**src/rtl/cpu_pkg.sv**
```systemverilog
// Shared types and constants for the CPU front end.
//   word_t            32-bit machine word / byte address
//   RESET_PC_DEFAULT  default fetch PC after reset
//   INST_NOP          encoding presented when no instruction is available
//   fetch_state_e     fetch stage FSM states
//   fetch_entry_t     one instruction buffer entry {pc, inst}
package cpu_pkg;

    typedef logic [31:0] word_t;

    localparam word_t RESET_PC_DEFAULT = 32'h0000_0000;
    localparam word_t INST_NOP         = 32'h0000_0000;

    // FLUSH: stale responses from before a redirect are still in flight.
    typedef enum logic {
        RUN   = 1'b0,
        FLUSH = 1'b1
    } fetch_state_e;

    typedef struct packed {
        word_t pc;
        word_t inst;
    } fetch_entry_t;

endpackage

```
**src/rtl/inst_fetch_if.sv**
```systemverilog
// Instruction memory bus between the fetch stage (master) and memory (slave).
//   req_valid   master->slave  fetch request
//   req_ready   slave->master  same-cycle grant
//   req_addr    master->slave  word-aligned byte address
//   resp_valid  slave->master  response strobe, in request order, no backpressure
//   resp_data   slave->master  instruction word
interface inst_fetch_if;
    import cpu_pkg::*;

    logic  req_valid;
    logic  req_ready;
    word_t req_addr;
    logic  resp_valid;
    word_t resp_data;

    modport master (
        output req_valid, req_addr,
        input  req_ready, resp_valid, resp_data
    );

    modport slave (
        input  req_valid, req_addr,
        output req_ready, resp_valid, resp_data
    );
endinterface

```
**src/rtl/fetch_fifo.sv**
```systemverilog
// Synchronous instruction buffer holding {pc, inst} entries.
//   clk, rst_n  clock, asynchronous active-low reset
//   push_i      write wdata_i (accepted when not full, or when full and popping)
//   pop_i       drop the head entry (ignored when empty)
//   flush_i     discard all entries; overrides push and pop
//   wdata_i     entry to write
//   head_o      oldest entry, all zeros while empty
//   count_o     number of valid entries
module fetch_fifo
    import cpu_pkg::*;
#(
    parameter int DEPTH = 4
) (
    input  logic                       clk,
    input  logic                       rst_n,
    input  logic                       push_i,
    input  logic                       pop_i,
    input  logic                       flush_i,
    input  fetch_entry_t               wdata_i,
    output fetch_entry_t               head_o,
    output logic [$clog2(DEPTH):0]     count_o
);
    localparam int PTR_W = $clog2(DEPTH);
    localparam int CNT_W = PTR_W + 1;

    fetch_entry_t       mem_q [DEPTH];
    logic [PTR_W-1:0]   wr_ptr_q;
    logic [PTR_W-1:0]   rd_ptr_q;
    logic [CNT_W-1:0]   count_q;
    logic               empty;
    logic               full;
    logic               do_push;
    logic               do_pop;

    assign empty   = (count_q == '0);
    assign full    = (count_q == CNT_W'(DEPTH));
    assign do_pop  = pop_i && !empty;
    assign do_push = push_i && (!full || do_pop);

    // NOTE: sequential state uses non-blocking assignments so every flop
    // samples pre-edge values regardless of process evaluation order.
    always_ff @(posedge clk or negedge rst_n) begin
        if (!rst_n) begin
            wr_ptr_q <= '0;
            rd_ptr_q <= '0;
            count_q  <= '0;
        end else if (flush_i) begin
            wr_ptr_q <= '0;
            rd_ptr_q <= '0;
            count_q  <= '0;
        end else begin
            if (do_push) wr_ptr_q <= wr_ptr_q + PTR_W'(1);
            if (do_pop)  rd_ptr_q <= rd_ptr_q + PTR_W'(1);
            count_q <= count_q + CNT_W'(do_push) - CNT_W'(do_pop);
        end
    end

    // NOTE: the storage array has no reset; entries are only observable
    // through count_q, which is reset, so stale contents are never exposed.
    always_ff @(posedge clk) begin
        if (do_push && !flush_i) mem_q[wr_ptr_q] <= wdata_i;
    end

    assign head_o  = empty ? '0 : mem_q[rd_ptr_q];
    assign count_o = count_q;
endmodule

```
**src/rtl/inst_fetch.sv**
```systemverilog
// Instruction fetch stage: owns the fetch PC, issues in-order word reads,
// buffers returned words and presents {inst, pc, pc+4} to the decoder.
//   clk, rst_n       clock, asynchronous active-low reset
//   imem             instruction memory bus (master side)
//   redirect_valid   one-cycle control-flow redirect from branch/jump unit
//   redirect_pc      redirect target (low two bits ignored)
//   inst_valid       instruction available to decoder
//   inst_ready       decoder accepts
//   inst, inst_pc    instruction word and its PC (zero while buffer empty)
//   inst_npc         inst_pc + 4 (zero while buffer empty)
module inst_fetch
    import cpu_pkg::*;
#(
    parameter word_t RESET_PC   = RESET_PC_DEFAULT,
    parameter int    FIFO_DEPTH = 4
) (
    input  logic               clk,
    input  logic               rst_n,
    inst_fetch_if.master       imem,
    input  logic               redirect_valid,
    input  word_t              redirect_pc,
    output logic               inst_valid,
    input  logic               inst_ready,
    output word_t              inst,
    output word_t              inst_pc,
    output word_t              inst_npc
);
    localparam int CNT_W = $clog2(FIFO_DEPTH) + 1;
    localparam int SUM_W = CNT_W + 1;
    localparam logic [SUM_W-1:0] DEPTH_S = SUM_W'(FIFO_DEPTH);

    fetch_state_e       state_q, state_d;
    word_t              fetch_pc_q, fetch_pc_d;
    word_t              resp_pc_q, resp_pc_d;
    logic [CNT_W-1:0]   inflight_q, inflight_d;
    logic [CNT_W-1:0]   drop_q, drop_d;
    logic               active_q;

    logic [CNT_W-1:0]   fifo_cnt;
    fetch_entry_t       head;
    logic               grant;
    logic               credit_ok;
    logic               push;
    logic               pop;
    word_t              target_pc;

    assign target_pc = redirect_pc & 32'hFFFF_FFFC;

    // Buffered plus outstanding words may never exceed the buffer size, so a
    // response always has room even though memory cannot be back-pressured.
    // Stale in-flight words still count until they come back.
    assign credit_ok      = ({1'b0, fifo_cnt} + {1'b0, inflight_q}) < DEPTH_S;
    // active_q keeps the bus quiet in the cycle reset is released, so every
    // output is zero while rst_n is low without using rst_n as data.
    assign imem.req_valid = active_q && credit_ok && !redirect_valid;
    assign imem.req_addr  = active_q ? fetch_pc_q : '0;
    assign grant          = imem.req_valid && imem.req_ready;

    assign push = imem.resp_valid && !redirect_valid && (drop_q == '0);
    assign pop  = inst_valid && inst_ready && !redirect_valid;

    // NOTE: every always_comb output gets a default first so no path leaves
    // a signal unassigned, which would infer a latch.
    always_comb begin
        state_d    = state_q;
        fetch_pc_d = fetch_pc_q;
        resp_pc_d  = resp_pc_q;
        drop_d     = drop_q;
        inflight_d = inflight_q + CNT_W'(grant) - CNT_W'(imem.resp_valid);

        if (redirect_valid) begin
            fetch_pc_d = target_pc;
            resp_pc_d  = target_pc;
            drop_d     = inflight_q - CNT_W'(imem.resp_valid);
            state_d    = (drop_d != '0) ? FLUSH : RUN;
        end else begin
            if (grant) fetch_pc_d = fetch_pc_q + 32'd4;
            if (imem.resp_valid) begin
                if (drop_q != '0) begin
                    drop_d = drop_q - CNT_W'(1);
                    if (state_q == FLUSH && drop_q == CNT_W'(1)) state_d = RUN;
                end else begin
                    resp_pc_d = resp_pc_q + 32'd4;
                end
            end
        end
    end

    always_ff @(posedge clk or negedge rst_n) begin
        if (!rst_n) begin
            state_q    <= RUN;
            fetch_pc_q <= RESET_PC;
            resp_pc_q  <= RESET_PC;
            inflight_q <= '0;
            drop_q     <= '0;
            active_q   <= 1'b0;
        end else begin
            state_q    <= state_d;
            fetch_pc_q <= fetch_pc_d;
            resp_pc_q  <= resp_pc_d;
            inflight_q <= inflight_d;
            drop_q     <= drop_d;
            active_q   <= 1'b1;
        end
    end

    fetch_fifo #(.DEPTH(FIFO_DEPTH)) u_fifo (
        .clk     (clk),
        .rst_n   (rst_n),
        .push_i  (push),
        .pop_i   (pop),
        .flush_i (redirect_valid),
        .wdata_i ('{pc: resp_pc_q, inst: imem.resp_data}),
        .head_o  (head),
        .count_o (fifo_cnt)
    );

    assign inst_valid = (fifo_cnt != '0);
    assign inst       = inst_valid ? head.inst : INST_NOP;
    assign inst_pc    = head.pc;
    assign inst_npc   = inst_valid ? head.pc + 32'd4 : '0;
endmodule
```
**src/flat_wrapper.sv**
```systemverilog
// flat-port wrapper written by rule: the top's interface ports become plain ports
module inst_fetch_flat import cpu_pkg::*;
#(
    parameter word_t RESET_PC   = RESET_PC_DEFAULT,
    parameter int    FIFO_DEPTH = 4
)
  (clk, rst_n, redirect_valid, redirect_pc, inst_valid, inst_ready, inst, inst_pc, inst_npc, imem_req_valid, imem_req_addr, imem_req_ready, imem_resp_valid, imem_resp_data);
  inst_fetch_if imem_i ();
  input  logic clk;
  input  logic rst_n;
  input  logic redirect_valid;
  input  word_t redirect_pc;
  output logic inst_valid;
  input  logic inst_ready;
  output word_t inst;
  output word_t inst_pc;
  output word_t inst_npc;
  output wire logic [$bits(imem_i.req_valid)-1:0] imem_req_valid;
  output wire logic [$bits(imem_i.req_addr)-1:0] imem_req_addr;
  input wire logic [$bits(imem_i.req_ready)-1:0] imem_req_ready;
  input wire logic [$bits(imem_i.resp_valid)-1:0] imem_resp_valid;
  input wire logic [$bits(imem_i.resp_data)-1:0] imem_resp_data;
  assign imem_req_valid = imem_i.req_valid;
  assign imem_req_addr = imem_i.req_addr;
  assign imem_i.req_ready = imem_req_ready;
  assign imem_i.resp_valid = imem_resp_valid;
  assign imem_i.resp_data = imem_resp_data;
  inst_fetch #(.RESET_PC(RESET_PC), .FIFO_DEPTH(FIFO_DEPTH)) u_core (.clk(clk), .rst_n(rst_n), .imem(imem_i), .redirect_valid(redirect_valid), .redirect_pc(redirect_pc), .inst_valid(inst_valid), .inst_ready(inst_ready), .inst(inst), .inst_pc(inst_pc), .inst_npc(inst_npc));
endmodule
```
**config.mk**
```make
export PLATFORM = sky130hd
export DESIGN_NAME = inst_fetch_flat
export DESIGN_NICKNAME = d
export VERILOG_FILES = /design/src/rtl/cpu_pkg.sv /design/src/rtl/inst_fetch_if.sv /design/src/rtl/fetch_fifo.sv /design/src/rtl/inst_fetch.sv /design/src/flat_wrapper.sv
export SDC_FILE = /design/constraint.sdc
export NUM_CORES = 1
export LEC_CHECK = 0
export ABC_CLOCK_PERIOD_IN_PS = 5200
export BUFFER_PORTS_ARGS = -buffer_cell sky130_fd_sc_hd__buf_2
export CAP_MARGIN = 25
export CORE_MARGIN = 5
export CORE_UTILIZATION = 45
export CTS_CLUSTER_DIAMETER = 40
export DETAILED_ROUTE_END_ITERATION = 8
export HOLD_SLACK_MARGIN = 0.05
export SYNTH_ARGS = -nofsm -noshare
export SYNTH_HDL_FRONTEND = slang
export SYNTH_SLANG_ARGS = --single-unit
```
**constraint.sdc**
```tcl
create_clock -name clk -period 5.2 [get_ports clk]
set_input_delay 0.78 -clock clk [delete_from_list [all_inputs] [get_ports clk]]
set_output_delay 0.78 -clock clk [all_outputs]
set_load 0.02 [all_outputs]
```
==> results of run 1 <==
==> worst max-delay path by stage <==
stage	start	endpoint
2_1_floorplan	u_core.u_fifo.count_o[1]	inst_npc[18]
3_5_place_dp	u_core.u_fifo.rd_ptr_q[0]	inst_npc[31]
3_3_place_gp	u_core.u_fifo.rd_ptr_q[0]	inst_npc[31]
5_1_grt	u_core.u_fifo.rd_ptr_q[0]	inst_npc[31]
6_report	u_core.u_fifo.rd_ptr_q[0]	inst_npc[31]
4_1_cts	u_core.u_fifo.rd_ptr_q[0]	inst_npc[31]
==> cell families (layout without fill, tap and decap cells) <==
kind of cell | count (synthesis) | after routing | share of synthesized area [%]
and+or+nand+nor | 344 | 344 | 13.3
DFF | 322 | 322 | 63.2
muxes | 93 | 93 | 12.1
AOI/OAI and AO/OA | 91 | 91 | 3.76
buffers and inverters | 84 | 323 | 2.72
xor gates and xnor gates | 54 | 54 | 3.21
adders and majority gates | 19 | 19 | 1.72
other | 2 | 7 | 0.0510
==> worst reg2reg max path, stage by stage, from the launching register on <==
cell	delay (ns)
dfrtp_1	0.43
ha_1	0.31
nor4_1	0.39
nand4_1	0.32
inv_1	0.43
nand3_1	0.57
or4_1	0.66
a31oi_1	0.20
==> layout make-up <==
class / count / area share [%]
tap: 442 / 3.12
clock buffer: 49 / 6.57
timing repair buffer: 210 / 6.28
sequential: 322 / 52.6
inverter: 27 / 0.572
clock inverter: 37 / 2.36
multi-input combinational: 608 / 28.5
==> power breakdown <==
part / leakage (nW) / internal, mW / switching (mW)
sequential: 3.08 / 2.94 / 0.193
clock: 0.779 / 1.92 / 1.22
combinational: 2.72 / 1.01 / 1.65
==> state kept, by name, indices dropped and copies added (netlist names) <==
register                flops
u_core.resp_pc_q           30
u_core.u_fifo.count_o       3
u_core.u_fifo.mem_q       248
u_core.u_fifo.rd_ptr_q      2
u_core.u_fifo.wr_ptr_q      2
u_core.drop_q               3
u_core.active_q             1
u_core.fetch_pc_q          30
u_core.inflight_q           3
==> synthesized netlist by cell type, drive strengths merged, types with 13 or more instances <==
| cell | instances | share of area [%] |
|---|---|---|
| a31oi | 13 | 0.55 |
| nand3 | 31 | 1.1 |
| inv | 26 | 0.66 |
| nor4 | 16 | 0.68 |
| mux4 | 63 | 9.8 |
| and2 | 94 | 4.0 |
| o21ai | 15 | 0.51 |
| buf | 22 | 1.1 |
| ha | 17 | 1.4 |
| nand4 | 22 | 1.0 |
| and3 | 19 | 0.81 |
| dfrtp | 74 | 13 |
| or3 | 13 | 0.55 |
| nand2 | 43 | 1.1 |
| nor2 | 52 | 1.3 |
| a21oi | 35 | 1.2 |
| edfxtp | 248 | 51 |
| o31ai | 13 | 0.66 |
| mux2 | 28 | 2.1 |
| or4 | 15 | 0.79 |
| xor2 | 24 | 1.4 |
| clkbuf | 35 | 0.89 |
| xnor2 | 30 | 1.8 |
==> metal layers <==
metal | GRT usage (%) | part of all wire [%] | routed length [um] | vias up
met1 | 27.0 | 44 | 15300 | 4571
met2 | 29.4 | 46 | 16000 | 312
met3 | 3.48 | 7.0 | 2430 | 59
li1 | - | - | - | 4275
met4 | 5.66 | 2.3 | 807 | 0
met5 | 0 | 0 | 0 | -
==> what timing repair did <==
item,CTS,global route
endpoints found under the setup margin,0,1
gates resized for setup,0,1
setup buffers,0,0
==> layout by cell type, fill, tap and decap left out, drive strengths merged, types with 30 or more instances in the layout <==
master  instances
mux4           63
a21oi          35
buf           209
nand2          43
dfrtp          74
clkbuf         50
inv            39
xnor2          30
edfxtp        248
and2           94
nor2           52
nand3          31
==> results.md, run 1 <==
* Worst Tran Pin Value at 0.956 ns
* CP peak stage delay at 0.71 ns
* Slew Limit Headroom at 36.2%
* Worst-path clk slew at 0.05 ns
* Register-to-Register Path Depth at 7
* I/O Pins at 200
* Post-route non-filler standard cell count at 1695
* Final Cell Area at 0.0177 sq mm
* Clk_lat worst skew at 0.55 ns
* Startpoint Class: register
* Mapped Area at 0.0147 sq mm
* H-tree depth at 2
* Setup Crit Path Kind: reg -> out
* Worst path slowest cell: dfrtp_4
* Crit path max fanout at 26
* Tmin final at 4.77 ns
* Final Wtd Congestion at 0.811
* Die ar. at 0.0364 sq mm
* Placed instance area at 0.0161 sq mm
* Post-synthesis cell count at 1009
* Setup-failing EPs final at 0
* Area Growth Syn to Fin at 20.2%
* Hold WC Path Type: in -> async
* Final Skew at 0.0167 ns
* Post-synth ARST share at 23.0%
* Critical Path Stages at 7
* Crit path cell chain: buf_6 > mux4_2 > nand4_4 > or4_4 > nor4_1 > mux2_1 > buf_2
* Max Clk Rate at 210 MHz
* Drt first pass iters at 4
* First-pass GRT wire length at 53.4 mm
* Crit path max-delay family: simple AND/OR/NAND/NOR gates
* Fill cells at 2700
* Routed WL per cell at 20.3 um
* CP required at 4.42 ns
* Worst hold slack at 0.369 ns
* Antenna Violating Nets Remaining at 0
* Core area at 0.0325 sq mm
* WP data arrival at 3.99 ns
* Pre-CTS setup slack at 0.830 ns
* Syn Area/Cell at 14.6 sq um
* Share of layout cells above drive strength 1 at 30.2%
* Clk root buf: clkbuf_16
* CTS tree: yes
* Grt total ovfl at 0
* Final core occ at 54.6%
* Seq. cell area at 0.00930 sq mm
* Lkg Pwr at 6.57 nW
* Cell row count at 66
* Total Power at 8.93 mW
* Prevailing post-synth register cell: edfxtp_1
* Area of the multi-input gates at 0.00505 sq mm
* RSZ-0062 raised after global routing: false
* Number of buffers and inverters on the critical path at 2
* R2r startpoint: u_core.u_fifo.count_o[2]
* DP Wirelength at 23.2 mm
* Hold_buf cts at 0
* Port Buffer Count at 191
* Setup ws final at 0.434 ns
* Clk sinks at 322
* Status: finished, final reports clean
* Die outline width at 191 um
* Number of global-route vias before repair at 9392
* Yosys warns at 0
* Slew Viols, Final at 0
* Final wirelength at 34.5 mm
* Total track usage at 18.8%
* Number of flops mapped to enable cells by yosys at 248
* Clock tree buffer depth at 3
* Setup TNS at 0 ns
* Max Cap Viol at 0
* Vias at 9217
* Distinct cells, synth at 50
* Final period utilization at 91.7%
* Initial antenna violation count at 0
* Final net count at 1304
* First DRT Iteration DRCs at 547
* Seq/Total Area, Yosys at 63.2%
* Die height at 191 um
* Reg2reg end: u_core.fetch_pc_q[23]
* Crit end category: output pin
* Remaining routing DRC violations at 0
* TritonCTS Buffers at 46
* Largest net degree at the start of global routing at 63
* R2R Setup Slk at 1.81 ns
* Peak VDD IR at 280 uV
* Starting Density at 45.4%
* Vias per cell at 5.44
* Synth Register Bits at 322
* Power Density at 504 mW/mm^2
* Final hold vios at 0
* Cells after DPL at 1608
* N_diodes at 0
No activity file was read; power rests on OpenSTA's default activity.
==> run 2: changes to the inputs <==
--- a/config.mk
+++ b/config.mk
@@ -5,14 +5,15 @@
 export SDC_FILE = /design/constraint.sdc
 export NUM_CORES = 1
 export LEC_CHECK = 0
+export ABC_AREA = 1
 export ABC_CLOCK_PERIOD_IN_PS = 5200
 export BUFFER_PORTS_ARGS = -buffer_cell sky130_fd_sc_hd__buf_2
-export CAP_MARGIN = 25
 export CORE_MARGIN = 5
 export CORE_UTILIZATION = 45
 export CTS_CLUSTER_DIAMETER = 40
 export DETAILED_ROUTE_END_ITERATION = 8
 export HOLD_SLACK_MARGIN = 0.05
+export SLEW_MARGIN = 20
 export SYNTH_ARGS = -nofsm -noshare
 export SYNTH_HDL_FRONTEND = slang
 export SYNTH_SLANG_ARGS = --single-unit
==> run 2 against run 1 <==
Effect of this change: combinational power up 14%; register-to-register slack better by 0.06 ns; non-clock buffer count down 1; sequential power up 4%; hold slack worse by 0.15 ns; clock-buffer cell count up 7; final area up 7.8%; area after synthesis up 10%; synthesized cell count up 78%; wire length up 23%; clock skew up 0.016 ns; largest power group is now registers; first-iteration DRC count up 63%.
==> results.md, run 2 <==
* Status: finished, final reports clean
* Hold WC Path Type: in -> async
* Pre-CTS setup slack at 1.07 ns (+0.242 ns)
* Setup Crit Path Kind: reg -> out
* Total track usage at 20.8% (+2.0 points)
* WP data arrival at 3.78 ns (-0.21 ns)
* Vias at 12699 (+38%)
* Antenna Violating Nets Remaining at 0 (unchanged)
* Largest cells by area after synthesis: edfxtp_1 (46%), dfrtp_1 (11%), nand2_1 (10%)
* Synth Register Bits at 322 (unchanged)
* Grt total ovfl at 0 (unchanged)
* Crit end category: output pin
* Final Wtd Congestion at 0.880 (+8.5%)
* Startpoint Class: register
* Seq/Total Area, Yosys at 57.2% (-6.0 points)
* N_diodes at 0 (unchanged)
* Final net count at 2066 (+58%)
* RSZ-0062 raised after global routing: false
* Port Buffer Count at 191 (unchanged)
* Clk root buf: clkbuf_16
* Max Clk Rate at 220 MHz (+4.6%)
* Die ar. at 0.0401 sq mm (+9.9%)
* Setup TNS at 0 ns (unchanged)
* Commonest non-fill, non-tap cell in the layout: nand2_1
* Post-synth ARST share at 23.0% (unchanged)
* Final Skew at 0.0327 ns (+0.0160 ns)
* Reg2reg end: u_core.u_fifo.mem_q[1][10]
* Most common cell in the synthesized netlist: nand2_1
* Leading registers by flop count: u_core.u_fifo.mem_q x248, u_core.fetch_pc_q x30, u_core.resp_pc_q x30
* Clock tree buffer depth at 3 (unchanged)
* CTS tree: yes
* NetSw at 3.61 mW (+18%)
* Number of flops mapped to enable cells by yosys at 248 (unchanged)
* Routed WL per cell at 17.1 um (-16%)
* Crit path max fanout at 126 (+380%)
* TritonCTS Buffers at 45 (-2.2%)
* Setup-failing EPs final at 0 (unchanged)
* Max Cap Viol at 0 (unchanged)
* Hold_buf cts at 0 (unchanged)
* Mapped Area at 0.0163 sq mm (+10%)
* Power Density at 492 mW/mm^2 (-2.5%)
* Clk_lat worst skew at 0.57 ns (+0.02 ns)
* Lkg Pwr at 8.30 nW (+26%)
* Clk sinks at 322 (unchanged)
* Worst Tran Pin Value at 0.912 ns (-0.0440 ns)
* Share of layout cells above drive strength 1 at 18.0% (-12 points)
* Drt first pass iters at 5 (+1)
* Initial antenna violation count at 0 (unchanged)
* Synth top area share at 45.8% (-4.8 points)
* Prevailing post-synth register cell: edfxtp_1
* R2r startpoint: u_core.u_fifo.count_o[1]
* Most frequent cells in the layout: nand2_1 (434), nor2_1 (252), edfxtp_1 (248)
* Largest net degree at the start of global routing at 127 (+100%)
* Yosys warns at 0 (unchanged)
* Slew Limit Headroom at 39.2% (+2.9 points)
* DP Wirelength at 27.7 mm (+19%)
* Peak VDD IR at 308 uV (+9.8%)
* Die outline width at 200 um (+4.8%)
* I/O Pins at 200 (unchanged)
* Die height at 200 um (+4.8%)
* Cell row count at 69 (+4.5%)
* Post-synthesis cell count at 1793 (+78%)
* Max reg flops at 248 (unchanged)
* Post-route non-filler standard cell count at 2475 (+46%)
* Most flop-heavy register: u_core.u_fifo.mem_q
* Core area at 0.0357 sq mm (+9.9%)
* Final wirelength at 42.4 mm (+23%)
* CP required at 4.42 ns (about the same)
* Area leader, netlist: edfxtp_1
* Area Growth Syn to Fin at 17.3%
* Starting Density at 45.6% (+0.26 points)
* Pint at 5.78 mW (-1.6%)
* Register-to-Register Path Depth at 9 (+2)
* Syn Area/Cell at 9.07 sq um (-38%)
* Setup ws final at 0.644 ns (+0.211 ns)
* Post-cts resize count at 0 (unchanged)
* Worst-path clk slew at 0.06 ns (about the same)
* Distinct cells, synth at 45 (-10%)
* Cells after DPL at 2391 (+49%)
* Slew Viols, Final at 0 (unchanged)
* Gate power share at 32.4% (+2.7 points)
* Switching share of total power at 38.4% (+4.2 points)
* Vias per cell at 5.13 (-5.6%)
* Synth cell count leaders: nand2_1 (434), nor2_1 (256), edfxtp_1 (248)
* First-pass GRT wire length at 67.5 mm (+27%)
* Final hold vios at 0 (unchanged)
* Setup Buffers After CTS at 0 (unchanged)
* H-tree depth at 2 (unchanged)
* Remaining routing DRC violations at 0 (unchanged)
* First DRT Iteration DRCs at 894 (+63%)
* Number of global-route vias before repair at 12173 (+30%)
* Clock Power Share at 32.8% (-2.4 points)
* Part of the power in registers at 34.8% (-0.2 points)
* R2R Setup Slk at 1.87 ns (+0.06 ns)
* Tmin final at 4.56 ns (-0.211 ns)
* Final period utilization at 87.6% (-4.1 points)
## run 2: worst max-delay path by stage
stage / from / to / slack, ns / depth (start not counted)
detailed placement: u_core.u_fifo.rd_ptr_q[0] / inst_npc[19] / 1.07 / 14
finish: u_core.u_fifo.rd_ptr_q[0] / inst_npc[16] / 0.64 / 16
CTS: u_core.u_fifo.rd_ptr_q[0] / inst_npc[19] / 0.46 / 14
global placement: u_core.u_fifo.rd_ptr_q[0] / inst_npc[19] / 1.14 / 14
global route: u_core.u_fifo.rd_ptr_q[0] / inst_npc[30] / 0.20 / 17
floorplan: imem_resp_valid / u_core.u_fifo.mem_q[0][0] / 0.62 / 4
## run 2: cell families (layout without fill, tap and decap cells)
kind of cell	count (synthesis)	count (layout)	share of synthesized area [%]
xor+xnor	37	37	1.99
buf+inv	258	474	7.07
flops	322	322	57.2
compound gates	190	190	6.46
fa+ha+maj	19	19	1.55
simple gates	965	965	25.7
other cells	2	7	0.0462
## run 2: stage by stage
| step | total power [mW] | utilization [%] | area, sq um | hold slack [ns] |
|---|---|---|---|---|
| CTS | 9.46 | 53.5 | 19100 | 0.201 |
| detailed placement | 6.37 | 49.2 | 17500 | 0.553 |
| global placement | 6.33 | 49.2 | 17500 | 0.535 |
| global route | 9.93 | 53.5 | 19100 | 0.237 |
| floorplan | 5.45 | - | 16300 | 0.484 |
| finish | 9.38 | 53.5 | 19100 | 0.214 |
## run 2: power groups by stage
stage               registers, mW  logic, mW  clock network (mW)
floorplan                    3.19       2.26                   0
global placement             3.30       3.03                   0
detailed placement           3.31       3.06                   0
CTS                          3.26       3.07                3.13
global route                 3.30       3.38                3.25
finish                       3.26       3.04                3.07
## run 2: metal layers
| layer | GRT usage [%] | vias up | share of wire [%] |
|---|---|---|---|
| met5 | 0 | - | 0 |
| met4 | 5.56 | 0 | 1.8 |
| met3 | 3.72 | 57 | 6.1 |
| met2 | 32.7 | 398 | 45 |
| met1 | 30.2 | 5934 | 47 |
| li1 | - | 6310 | - |
## run 2: area by class of cell
| cell class | count | area (sq um) |
|---|---|---|
| Tap cell | 461 | 577 |
| Clock buffer | 56 | 1230 |
| Fill cell | 3257 | 16600 |
| Timing Repair Buffer | 209 | 1110 |
| Clock inverter | 28 | 304 |
| Sequential cell | 322 | 9300 |
| Multi-Input combinational cell | 1218 | 5870 |
| Inverter | 181 | 687 |
## run 2: worst max-delay path, stage by stage, from the launching register on
cell	delay (ns)
dfrtp_4	0.64
inv_8	0.55
nand2_1	0.10
nand3_1	0.13
nand3_2	0.12
inv_1	0.10
ha_1	0.23
inv_1	0.05
nor2_1	0.13
nand2_1	0.12
nor2_4	0.18
inv_1	0.07
nor2_2	0.20
nand2_1	0.17
xor2_1	0.17
inv_1	0.05
buf_2	0.15
==> run 3: changes to the inputs <==
--- a/config.mk
+++ b/config.mk
@@ -5,11 +5,11 @@
 export SDC_FILE = /design/constraint.sdc
 export NUM_CORES = 1
 export LEC_CHECK = 0
-export ABC_AREA = 1
 export ABC_CLOCK_PERIOD_IN_PS = 5200
 export BUFFER_PORTS_ARGS = -buffer_cell sky130_fd_sc_hd__buf_2
 export CORE_MARGIN = 5
 export CORE_UTILIZATION = 45
+export CTS_BUF_LIST = sky130_fd_sc_hd__clkbuf_2
 export CTS_CLUSTER_DIAMETER = 40
 export DETAILED_ROUTE_END_ITERATION = 8
 export HOLD_SLACK_MARGIN = 0.05
==> run 3 against run 2 <==
Effect of this change: sequential power shrank 5%; total power down 19%; via count shrank 25%; first-iteration DRC count down 42%; register-to-register slack lost 0.08 ns; cell count is 28% lower; sequential cell count unchanged; core utilization decreased by 0.55 points; non-clock buffer count grew 24; hold slack worse by 0.037 ns; clock-buffer cell count grew 76; die area down 9.0%.
==> results.md, run 3 (synthesis results as in run 1) <==
* Crit path max-delay family: simple AND/OR/NAND/NOR gates
* Peak VDD IR at 280 uV (-9.1%)
* Lkg Pwr at 6.51 nW (-22%)
* Max Clk Rate at 208 MHz (-5.3%)
* Worst path slowest cell: or4_4
* Starting Density at 45.4% (-0.26 points)
* WP data arrival at 4.03 ns (+0.25 ns)
* Power Density at 442 mW/mm^2 (-10%)
* Part of the power in registers at 40.9% (+6.1 points)
* Crit path max fanout at 26 (-79%)
* Routed WL per cell at 19.4 um (+14%)
* Setup Crit Path Kind: reg -> out
* Worst-path clk slew at 0.10 ns (+0.04 ns)
* Final period utilization at 92.5% (+4.9 points)
* Cells after DPL at 1608 (-33%)
* Pint at 4.74 mW (-18%)
* Final net count at 1367 (-34%)
* I/O Pins at 200 (unchanged)
* Vias at 9461 (-25%)
* CTS tree: yes
* Setup ws final at 0.388 ns (-0.257 ns)
* Slew Viols, Final at 0 (unchanged)
* Leading registers by flop count: u_core.u_fifo.mem_q x248, u_core.fetch_pc_q x30, u_core.resp_pc_q x30
* Number of global-route vias before repair at 9807 (-19%)
* Tmin final at 4.81 ns (+0.257 ns)
* Initial antenna violation count at 1 (+1)
* Die height at 191 um (-4.6%)
* Worst Tran Pin Value at 0.952 ns (+0.0398 ns)
* Clk root buf: clkbuf_2
* Gate power share at 35.6% (+3.2 points)
* Final wirelength at 34.7 mm (-18%)
* DP Wirelength at 23.2 mm (-16%)
* Switching share of total power at 37.6% (-0.83 points)
* Clk sinks at 322 (unchanged)
* Vias per cell at 5.31 (+3.4%)
* Area Growth Syn to Fin at 16.7%
* RSZ-0062 raised after global routing: false
* Clock tree buffer depth at 3 (unchanged)
* Slew Limit Headroom at 36.5% (-2.7 points)
* Setup-failing EPs final at 0 (unchanged)
* Final Wtd Congestion at 0.811 (-7.8%)
* Most frequent cells in the layout: edfxtp_1 (248), buf_2 (191), clkbuf_2 (132)
* H-tree depth at 3 (+1)
* Crit path cell chain: buf_6 > mux4_2 > nand4_4 > or4_4 > nor4_2 > mux2_1 > buf_2
* Setup TNS at 0 ns (unchanged)
* Number of buffers and inverters on the critical path at 2 (-4)
* Share of layout cells above drive strength 1 at 33.2% (+15 points)
* Most flop-heavy register: u_core.u_fifo.mem_q
* CP peak stage delay at 0.64 ns (about the same)
* NetSw at 2.86 mW (-21%)
* Worst hold slack at 0.178 ns (-0.0367 ns)
* Die outline width at 191 um (-4.6%)
* TritonCTS Buffers at 86 (+91%)
* Final hold vios at 0 (unchanged)
* Drt first pass iters at 5 (unchanged)
* Cell row count at 66 (-4.3%)
* CP required at 4.42 ns (about the same)
* Grt total ovfl at 0 (unchanged)
* Final Skew at 0.0623 ns (+0.0296 ns)
* Final Cell Area at 0.0172 sq mm (-9.9%)
* Status: finished, final reports clean
* First DRT Iteration DRCs at 517 (-42%)
* Clock Power Share at 23.5% (-9.3 points)
* Post-route non-filler standard cell count at 1783 (-28%)
* Total track usage at 19.0% (-1.8 points)
* Crit end category: output pin
* Largest net degree at the start of global routing at 63 (-50%)
* Total Power at 7.60 mW (-19%)
* Pre-CTS setup slack at 0.830 ns (-0.242 ns)
* Antenna Violating Nets Remaining at 0 (unchanged)
* Max reg flops at 248 (unchanged)
* Clk_lat worst skew at 0.85 ns (+0.28 ns)
* Port Buffer Count at 191 (unchanged)
* First-pass GRT wire length at 53.9 mm (-20%)
* Placed instance area at 0.0161 sq mm (-8.1%)
* Core area at 0.0325 sq mm (-9.0%)
* Max Cap Viol at 0 (unchanged)
* Die ar. at 0.0364 sq mm (-9.0%)
* Startpoint Class: register
* Commonest non-fill, non-tap cell in the layout: edfxtp_1
* Final core occ at 53.0% (-0.55 points)
* Remaining routing DRC violations at 0 (unchanged)
* Hold WC Path Type: in -> reg
[run 3: repair_timing]
action | in CTS | in global routing
setup endpoints to repair | 6 | 3
hold endpoints to repair | 106 | 8
hold buffers | 21 | 2
pin swaps | 0 | 0
buffers inserted | 1 | 0
gates resized for setup | 1 | 2
[run 3: layout make-up]
class | count | area (sq um)
tap | 442 | 553
fill | 2842 | 15300
clock inverter | 17 | 144
inverter | 27 | 101
antenna | 2 | 5.00
clock buffer | 132 | 661
sequential | 322 | 9300
multi-input combinational | 608 | 5070
timing repair buffer | 233 | 1350
[run 3: power by group through the flow]
stage	Sequential, mW	Clock, mW	Combinational [mW]
final	3.11	1.78	2.70
after floorplan	3.08	0	1.90
after CTS	3.11	1.86	2.75
after global placement	3.17	0	2.68
after global routing	3.13	2.01	2.95
after detailed placement	3.18	0	2.69
[run 3: final timing paths]
path                                                 from                         to  slack, ns  cells after the start
worst max-delay path            u_core.u_fifo.rd_ptr_q[0]               inst_npc[31]       0.39                      7
worst min-delay path                    imem_resp_data[9]  u_core.u_fifo.mem_q[3][9]       0.18                      1
worst max register to register   u_core.u_fifo.count_o[2]      u_core.fetch_pc_q[23]       1.79                      7
worst min register to register       u_core.inflight_q[2]       u_core.inflight_q[2]       0.54                      1
max in group asynchronous                           rst_n        u_core.resp_pc_q[6]       3.72                      3
min in group asynchronous                           rst_n      u_core.fetch_pc_q[26]       0.60                      2
[run 3: metal layers]
metal / track usage (%) / part of all wire [%] / vias to the layer above
met3: 4.60 / 7.2 / 39
met5: 0 / 0 / -
met2: 29.2 / 46 / 321
met1: 26.8 / 45 / 4666
li1: - / - / 4435
met4: 6.49 / 1.9 / 0
[run 3: worst reg2reg max path, cell delays in order, from the launching register on]
cell	delay (ns)
dfrtp_1	0.45
ha_1	0.31
nor4_1	0.40
nand4_1	0.33
inv_1	0.43
nand3_1	0.57
or4_1	0.66
a31oi_1	0.20
